**src/rtl/mc_ctrl_pkg.sv**
```systemverilog
// Shared encodings for the multicycle controller and the datapath muxes it drives.
package mc_ctrl_pkg;

    typedef enum logic [3:0] {
        S_FETCH  = 4'd0,
        S_DECODE = 4'd1,
        S_MEMADR = 4'd2,
        S_MEMRD  = 4'd3,
        S_MEMWB  = 4'd4,
        S_MEMWR  = 4'd5,
        S_RTYPE  = 4'd6,
        S_SHIFT  = 4'd7,
        S_ALUWB  = 4'd8,
        S_IMMEX  = 4'd9,
        S_IMMWB  = 4'd10,
        S_BRANCH = 4'd11,
        S_JUMP   = 4'd12,
        S_LUIEX  = 4'd13
    } state_t;

    localparam logic [5:0] OP_RTYPE = 6'h00;
    localparam logic [5:0] OP_J     = 6'h02;
    localparam logic [5:0] OP_BEQ   = 6'h04;
    localparam logic [5:0] OP_BNE   = 6'h05;
    localparam logic [5:0] OP_ADDI  = 6'h08;
    localparam logic [5:0] OP_SLTI  = 6'h0A;
    localparam logic [5:0] OP_ANDI  = 6'h0C;
    localparam logic [5:0] OP_ORI   = 6'h0D;
    localparam logic [5:0] OP_LUI   = 6'h0F;
    localparam logic [5:0] OP_LW    = 6'h23;
    localparam logic [5:0] OP_SW    = 6'h2B;

    localparam logic [5:0] FN_SLL = 6'h00;
    localparam logic [5:0] FN_SRL = 6'h02;
    localparam logic [5:0] FN_SRA = 6'h03;

    localparam logic [2:0] SRCA_PC   = 3'd0;
    localparam logic [2:0] SRCA_REGA = 3'd1;
    localparam logic [2:0] SRCA_ZERO = 3'd2;
    localparam logic [2:0] SRCA_SZSE = 3'd3;
    localparam logic [2:0] SRCA_REGB = 3'd4;

    localparam logic [2:0] SRCB_REGB   = 3'd0;
    localparam logic [2:0] SRCB_FOUR   = 3'd1;
    localparam logic [2:0] SRCB_SZSE   = 3'd2;
    localparam logic [2:0] SRCB_SZSE4  = 3'd3;
    localparam logic [2:0] SRCB_SHAMT  = 3'd4;
    localparam logic [2:0] SRCB_SIXTEEN = 3'd5;

    localparam logic [2:0] ALU_ADD   = 3'd0;
    localparam logic [2:0] ALU_SUB   = 3'd1;
    localparam logic [2:0] ALU_FUNCT = 3'd2;
    localparam logic [2:0] ALU_AND   = 3'd3;
    localparam logic [2:0] ALU_OR    = 3'd4;
    localparam logic [2:0] ALU_SLT   = 3'd5;
    localparam logic [2:0] ALU_SLL   = 3'd6;

    localparam logic [1:0] PCS_ALU    = 2'd0;
    localparam logic [1:0] PCS_ALUOUT = 2'd1;
    localparam logic [1:0] PCS_JUMP   = 2'd2;

    typedef struct packed {
        logic       pc_write;
        logic       pc_write_cond;
        logic       branch_ne;
        logic       iord;
        logic       mem_read;
        logic       mem_write;
        logic       mem_to_reg;
        logic       reg_dst;
        logic       reg_write;
        logic [2:0] alu_src_a;
        logic [2:0] alu_src_b;
        logic [2:0] alu_op;
        logic [1:0] pc_source;
    } ctrl_t;

    // Moore strobes for a state; anything not named stays zero.
    function automatic ctrl_t moore_ctrl(state_t s, logic [2:0] imm_op, logic bne);
        ctrl_t c;
        c = '0;
        case (s)
            S_FETCH: begin
                c.mem_read  = 1'b1;
                c.alu_src_b = SRCB_FOUR;
            end
            S_DECODE:  c.alu_src_b = SRCB_SZSE4;
            S_MEMADR: begin
                c.alu_src_a = SRCA_REGA;
                c.alu_src_b = SRCB_SZSE;
            end
            S_MEMRD: begin
                c.iord     = 1'b1;
                c.mem_read = 1'b1;
            end
            S_MEMWB: begin
                c.reg_write  = 1'b1;
                c.mem_to_reg = 1'b1;
            end
            S_MEMWR: begin
                c.iord      = 1'b1;
                c.mem_write = 1'b1;
            end
            S_RTYPE: begin
                c.alu_src_a = SRCA_REGA;
                c.alu_op    = ALU_FUNCT;
            end
            S_SHIFT: begin
                c.alu_src_a = SRCA_REGB;
                c.alu_src_b = SRCB_SHAMT;
                c.alu_op    = ALU_FUNCT;
            end
            S_ALUWB: begin
                c.reg_dst   = 1'b1;
                c.reg_write = 1'b1;
            end
            S_IMMEX: begin
                c.alu_src_a = SRCA_REGA;
                c.alu_src_b = SRCB_SZSE;
                c.alu_op    = imm_op;
            end
            S_LUIEX: begin
                c.alu_src_a = SRCA_SZSE;
                c.alu_src_b = SRCB_SIXTEEN;
                c.alu_op    = ALU_SLL;
            end
            S_IMMWB:   c.reg_write = 1'b1;
            S_BRANCH: begin
                c.alu_src_a     = SRCA_REGA;
                c.alu_op        = ALU_SUB;
                c.pc_write_cond = 1'b1;
                c.pc_source     = PCS_ALUOUT;
                c.branch_ne     = bne;
            end
            S_JUMP: begin
                c.pc_write  = 1'b1;
                c.pc_source = PCS_JUMP;
            end
            default: c = '0;
        endcase
        return c;
    endfunction

endpackage

```
**src/rtl/mc_alu_decode.sv**
```systemverilog
// Opcode-only decode: ALU operation for immediate instructions and immediate sign-extension.
module mc_alu_decode
    import mc_ctrl_pkg::*;
(
    input  logic [5:0] opcode,
    output logic [2:0] imm_op,
    output logic       sign_ext
);

    always_comb begin
        imm_op = ALU_ADD;
        case (opcode)
            OP_SLTI: imm_op = ALU_SLT;
            OP_ANDI: imm_op = ALU_AND;
            OP_ORI:  imm_op = ALU_OR;
            default: imm_op = ALU_ADD;
        endcase
    end

    // Logical immediates are zero-extended.
    assign sign_ext = !((opcode == OP_ANDI) || (opcode == OP_ORI));

endmodule

```
**src/rtl/mc_control_fsm.sv**
```systemverilog
// Multicycle CPU control FSM: registered Moore strobes, fetch-complete strobes from MemReady.
//   state  | meaning
//   FETCH  | read instruction, PC+4; wait MemReady
//   DECODE | dispatch on opcode, precompute branch target
//   MEMADR | lw/sw effective address
//   MEMRD  | data read; wait MemReady
//   MEMWB  | load result to rt
//   MEMWR  | data write; wait MemReady
//   RTYPE  | register ALU op
//   SHIFT  | shift by shamt
//   ALUWB  | ALU result to rd
//   IMMEX  | immediate ALU op
//   IMMWB  | immediate/lui result to rt
//   BRANCH | beq/bne compare, conditional PC write
//   JUMP   | PC <- jump target
//   LUIEX  | immediate << 16
module mc_control_fsm
    import mc_ctrl_pkg::*;
(
    input  logic       Clk,
    input  logic       Reset_n,
    input  logic [5:0] Opcode,
    input  logic [5:0] Funct,
    input  logic       MemReady,
    output logic       PCWrite,
    output logic       PCWriteCond,
    output logic       BranchNE,
    output logic       IorD,
    output logic       MemRead,
    output logic       MemWrite,
    output logic       IRWrite,
    output logic       MemtoReg,
    output logic       RegDst,
    output logic       RegWrite,
    output logic       SignExt,
    output logic [2:0] ALUSrcA,
    output logic [2:0] ALUSrcB,
    output logic [2:0] ALUOp,
    output logic [1:0] PCSource,
    output logic [3:0] State,
    output logic       Illegal
);

    state_t     state;
    state_t     nxt;
    ctrl_t      ctl;
    logic [2:0] imm_op;
    logic       illegal_op;
    logic       fetch_done;

    mc_alu_decode u_alu_decode (
        .opcode   (Opcode),
        .imm_op   (imm_op),
        .sign_ext (SignExt)
    );

    always_comb begin
        nxt        = S_FETCH;
        illegal_op = 1'b0;
        case (state)
            S_FETCH:  nxt = MemReady ? S_DECODE : S_FETCH;
            S_DECODE: begin
                case (Opcode)
                    OP_LW, OP_SW: nxt = S_MEMADR;
                    OP_RTYPE: nxt = ((Funct == FN_SLL) || (Funct == FN_SRL) || (Funct == FN_SRA))
                                    ? S_SHIFT : S_RTYPE;
                    OP_ADDI, OP_SLTI, OP_ANDI, OP_ORI: nxt = S_IMMEX;
                    OP_LUI:         nxt = S_LUIEX;
                    OP_BEQ, OP_BNE: nxt = S_BRANCH;
                    OP_J:           nxt = S_JUMP;
                    default: begin
                        nxt        = S_FETCH;
                        illegal_op = 1'b1;
                    end
                endcase
            end
            S_MEMADR: nxt = (Opcode == OP_SW) ? S_MEMWR : S_MEMRD;
            S_MEMRD:  nxt = MemReady ? S_MEMWB : S_MEMRD;
            S_MEMWR:  nxt = MemReady ? S_FETCH : S_MEMWR;
            S_RTYPE, S_SHIFT: nxt = S_ALUWB;
            S_IMMEX, S_LUIEX: nxt = S_IMMWB;
            default:  nxt = S_FETCH;
        endcase
    end

    // Strobes are computed for the state being entered so they come straight off flops.
    always_ff @(posedge Clk or negedge Reset_n) begin
        if (!Reset_n) begin
            state <= S_FETCH;
            ctl   <= moore_ctrl(S_FETCH, ALU_ADD, 1'b0);
        end else begin
            state <= nxt;
            ctl   <= moore_ctrl(nxt, imm_op, Opcode == OP_BNE);
        end
    end

    assign fetch_done  = (state == S_FETCH) && MemReady;

    assign PCWrite     = ctl.pc_write | fetch_done;
    assign IRWrite     = fetch_done;
    assign PCWriteCond = ctl.pc_write_cond;
    assign BranchNE    = ctl.branch_ne;
    assign IorD        = ctl.iord;
    assign MemRead     = ctl.mem_read;
    assign MemWrite    = ctl.mem_write;
    assign MemtoReg    = ctl.mem_to_reg;
    assign RegDst      = ctl.reg_dst;
    assign RegWrite    = ctl.reg_write;
    assign ALUSrcA     = ctl.alu_src_a;
    assign ALUSrcB     = ctl.alu_src_b;
    assign ALUOp       = ctl.alu_op;
    assign PCSource    = ctl.pc_source;
    assign State       = state;
    assign Illegal     = illegal_op;

endmodule
```
**config.mk**
```make
export PLATFORM = sky130hd
export DESIGN_NAME = mc_control_fsm
export DESIGN_NICKNAME = d
export VERILOG_FILES = /design/src/rtl/mc_ctrl_pkg.sv /design/src/rtl/mc_alu_decode.sv /design/src/rtl/mc_control_fsm.sv
export SDC_FILE = /design/constraint.sdc
export NUM_CORES = 1
export LEC_CHECK = 0
export ABC_AREA = 1
export BUFFER_PORTS_ARGS = -buffer_cell sky130_fd_sc_hd__buf_4
export CELL_PAD_IN_SITES_DETAIL_PLACEMENT = 0
export CELL_PAD_IN_SITES_GLOBAL_PLACEMENT = 1
export CORE_MARGIN = 2
export CORE_UTILIZATION = 36
export CTS_CLUSTER_SIZE = 14
export DETAILED_ROUTE_END_ITERATION = 8
export PLACE_DENSITY_LB_ADDON = 0.2
export SETUP_SLACK_MARGIN = 0.1
export SLEW_MARGIN = 30
export SYNTH_ARGS = -nofsm -noshare
export SYNTH_HDL_FRONTEND = slang
export SYNTH_SLANG_ARGS = --single-unit
```
**constraint.sdc**
```tcl
create_clock -name Clk -period 1.5 [get_ports Clk]
set_input_delay 0 -clock Clk [delete_from_list [all_inputs] [get_ports Clk]]
set_output_delay 0 -clock Clk [all_outputs]
set_load 0.03 [all_outputs]
```
==> summary.txt <==
number of H-tree levels: 1
Reg2Reg Setup Slack: -130 ps
Port Buffer Count: 41
fmax: 613.2 MHz
slowest cell on the critical path: dfrtp_2
most used cell, CP: nor2_4
largest net degree at the start of global routing: 24
starting density of the core: 36.75%
Crit. End Element: flop
# fillers: 338
Endpoint, Worst Hold: ALUOp[1]
ANT nets after route: 0
CP max stage delay: 450 ps
footprint of the multi-input gates: 740.7 µm²
number of synthesized register bits: 23
DIE AREA: 4182 µm²
worst rel slew slack: 81.30%
Die Span Y: 64.67 µm
Avg Cell Area, Syn: 7.934 µm²
fin nets: 250
failing checks: negative setup slack
Synth cell types: 24
Place WS: -102.0 ps
final hold violation count: 0
Cell Pwr Density: 1561 nW/µm²
fraction of synthesized cell area in xor and xnor cells: 0%
mux contribution to synthesized area: 0%
critical path data required time: 1700 ps
worst-path cell chain: nor2_4, inv_2, nor2_4, o21ai_2, nand3_2, inv_2, nand2_4, nand2_4, nor2_4, and3_1
Row Count: 22
overall power: 3.317 mW
GRT Util Overall: 15.68%
minimum clock period: 1631 ps
adder-cell area share of the yosys netlist: 0%
root buf cell: clkbuf_8
R2R cell count: 10
kind of critical path: flop to flop
Switching Fraction: 42.58%
IO Count: 42
Core Footprint: 3606 µm²
Starting DRT DRC Count: 25
Critical Path Start Type: flop
Main synth FF type: dfrtp_1
area delta synth->final: 60.34%
clock power share: 11.3%
Worst Hold Class: primary input to flop
total number of vias: 1304
largest family of logic cells by synthesized area: simple AND/OR/NAND/NOR gates
setup violators final: 15
clock insertion delay at the later pin of the skew report: 260 ps
Sequential Area: 583.1 µm²
reg2reg end: BranchNE
number of synthesized flops with an enable pin: 0
number of detailed-route iterations in the first pass: 4
RePlAce Congestion: 0.8209
net load switching power: 1.413 mW
unrepaired setup endpoints after global routing: true
maximum vdd ir drop: 0.5106 mV
combinational power share: 63.9%
CTS tree: built
global route overflow: 0
post-route setup slack: -130.8 ps
simple-gate share of the synthesized area: 36.17%
routed len/inst: 11.49 µm
Post-Route WL: 3.241 mm
sequential fraction of the synthesis area: 43.63%
Clock transition at path regs: 80 ps
FFs w/ async S/R, synth: 100.0%
Synth Cell Area: 1325 µm²
complex-gate fraction of the synthesized area: 6.327%
critical path fanouts, max: 5
Pleak: 1.156 nW
slew at the pin closest to its max-slew limit: 280.5 ps
Synth Instances: 167
Vias/cell: 4.624
hold slack: 64.44 ps
Worst Path Arrival: 1830 ps
Die W: 64.67 µm
Clock Sinks: 23
CP top delay family: simple AND/OR/NAND/NOR gates
Syn Nets: 182
Seq pwr share: 24.8%
Hold Startpoint: Opcode[0]
Critical R2R Launch: State[3]
WP buf/inv: 2
final cycle utilization of the critical path: 108.7%
Max Cap Viol: 0
dpl hpwl: 2.380 mm
synth warn: 0
initial antenna violation count: 0
Antenna diodes: 0
worst clock skew: 1.795 ps
status: finished, violations left
DRC viols: 0
max-slew violation count: 0
Internal: 1.905 mW
vias in the first global route: 1269
layout cells sized above 1: 66.67%
TritonCTS buffer count: 3
WHS Path Cells: 4
first-pass GRT wire length: 5.216 mm
Max Root-Sink Buffers: 2
[kinds of logic (layout without fill, tap and decap cells)]
group / count (synthesis) / after routing
AO/OA/AOI/OAI: 12 / 12
flip-flops: 23 / 23
buffers and inverters: 38 / 105
AND/OR/NAND/NOR: 94 / 94
[power by group through the flow]
stage          registers (mW)  logic [mW]  clock network (mW)
6_report                0.822        2.12               0.374
4_1_cts                 0.818        1.82               0.384
2_1_floorplan           0.955       0.815                   0
3_3_place_gp            0.832        1.59                   0
3_5_place_dp            0.832        1.60                   0
5_1_grt                 0.833        2.26               0.409
[worst max-delay path by stage]
| stage | from | endpoint | slack [ps] | cells after the start |
|---|---|---|---|---|
| CTS | State[2] | BranchNE | -80 | 10 |
| global route | State[3] | ALUSrcA[0] | -230 | 10 |
| finish | State[3] | BranchNE | -130 | 10 |
| global placement | State[1] | ALUSrcB[2] | -100 | 9 |
| detailed placement | State[1] | ALUSrcB[2] | -100 | 9 |
| floorplan | State[1] | ALUSrcA[0] | -6 | 12 |
[routing by layer]
layer  wire length, µm  vias up  track usage, %
met3               118        4           2.257
met5                 0        -               0
met1              1259      630           17.44
li1                  -      643               -
met2              1820       27           30.86
met4                42        0           3.989
[registers in the layout (all words and copies together) (netlist names)]
name and count:
MemWrite 1, ctl 1, ALUOp 3, IorD 1, ALUSrcB 3, BranchNE 1, State 4, PCWriteCond 1
ALUSrcA 3, PCSource 1, RegDst 1, MemRead 1, MemtoReg 1, RegWrite 1
[per-stage QoR]
| stage | util (%) | area, µm² | setup TNS [ps] | instances |
|---|---|---|---|---|
| 2_1_floorplan | - | 1343 | -10.75 | 167 |
| 3_3_place_gp | 50.07 | 1805 | -707.6 | 267 |
| 3_5_place_dp | 50.07 | 1805 | -644.4 | 267 |
| 4_1_cts | 54.48 | 1964 | -692.3 | 277 |
| 5_1_grt | 58.92 | 2125 | -2725 | 282 |
| 6_report | 58.92 | 2125 | -1111 | 282 |
[area by class of cell]
class	count	area share, %
clock buffer	3	1.943
clock inverter	1	0.2356
timing repair buffer	74	27.92
tap	48	2.827
inverter	27	4.770
multi-input combinational	106	34.86
sequential	23	27.44
[worst reg2reg max path, cell delays in order (launching register included)]
cell and delay [ps]:
dfrtp_2 450, nor2_4 220, inv_2 70, nor2_4 110, o21ai_2 70, nand3_2 90, inv_2 60, nand2_4 100
nand2_4 80, nor2_4 170, and3_1 170
[synth_stat cells, types with 2 or more instances]
cell type,n,share of area (%)
inv_2,9,2.5
nor2_1,21,5.9
inv_1,18,5.1
nand2_2,8,3.8
nor2_2,9,4.2
nor2_4,5,4.2
o21ai_0,2,0.76
nand3_1,19,7.2
nand2_1,26,7.4
dfstp_2,2,4.0
a21oi_1,4,1.5
buf_4,11,6.2
o21ai_1,2,0.76
dfrtp_1,21,40
[cells in the final DEF, fill, tap and decap left out, drive strengths merged]
master / count
nand3: 20
a32o: 1
or2: 1
clkinv: 1
and3: 1
nor4: 1
nor3: 1
dfstp: 2
inv: 27
clkbuf: 3
buf: 73
o21bai: 1
a21oi: 4
o22ai: 1
dlygate4sd3: 1
nor2: 35
dfrtp: 21
nand2: 35
o21ai: 5
[what timing repair did]
action                                  CTS  global route
endpoints found under the hold margin    23             0
hold buffers                              1             0
endpoints found under the setup margin   18            21
resized for setup                        19            36
pin swaps                                 5            16
buffers inserted                          5             5
gates cloned                              0             0
Power figures use the tool's default switching activity.
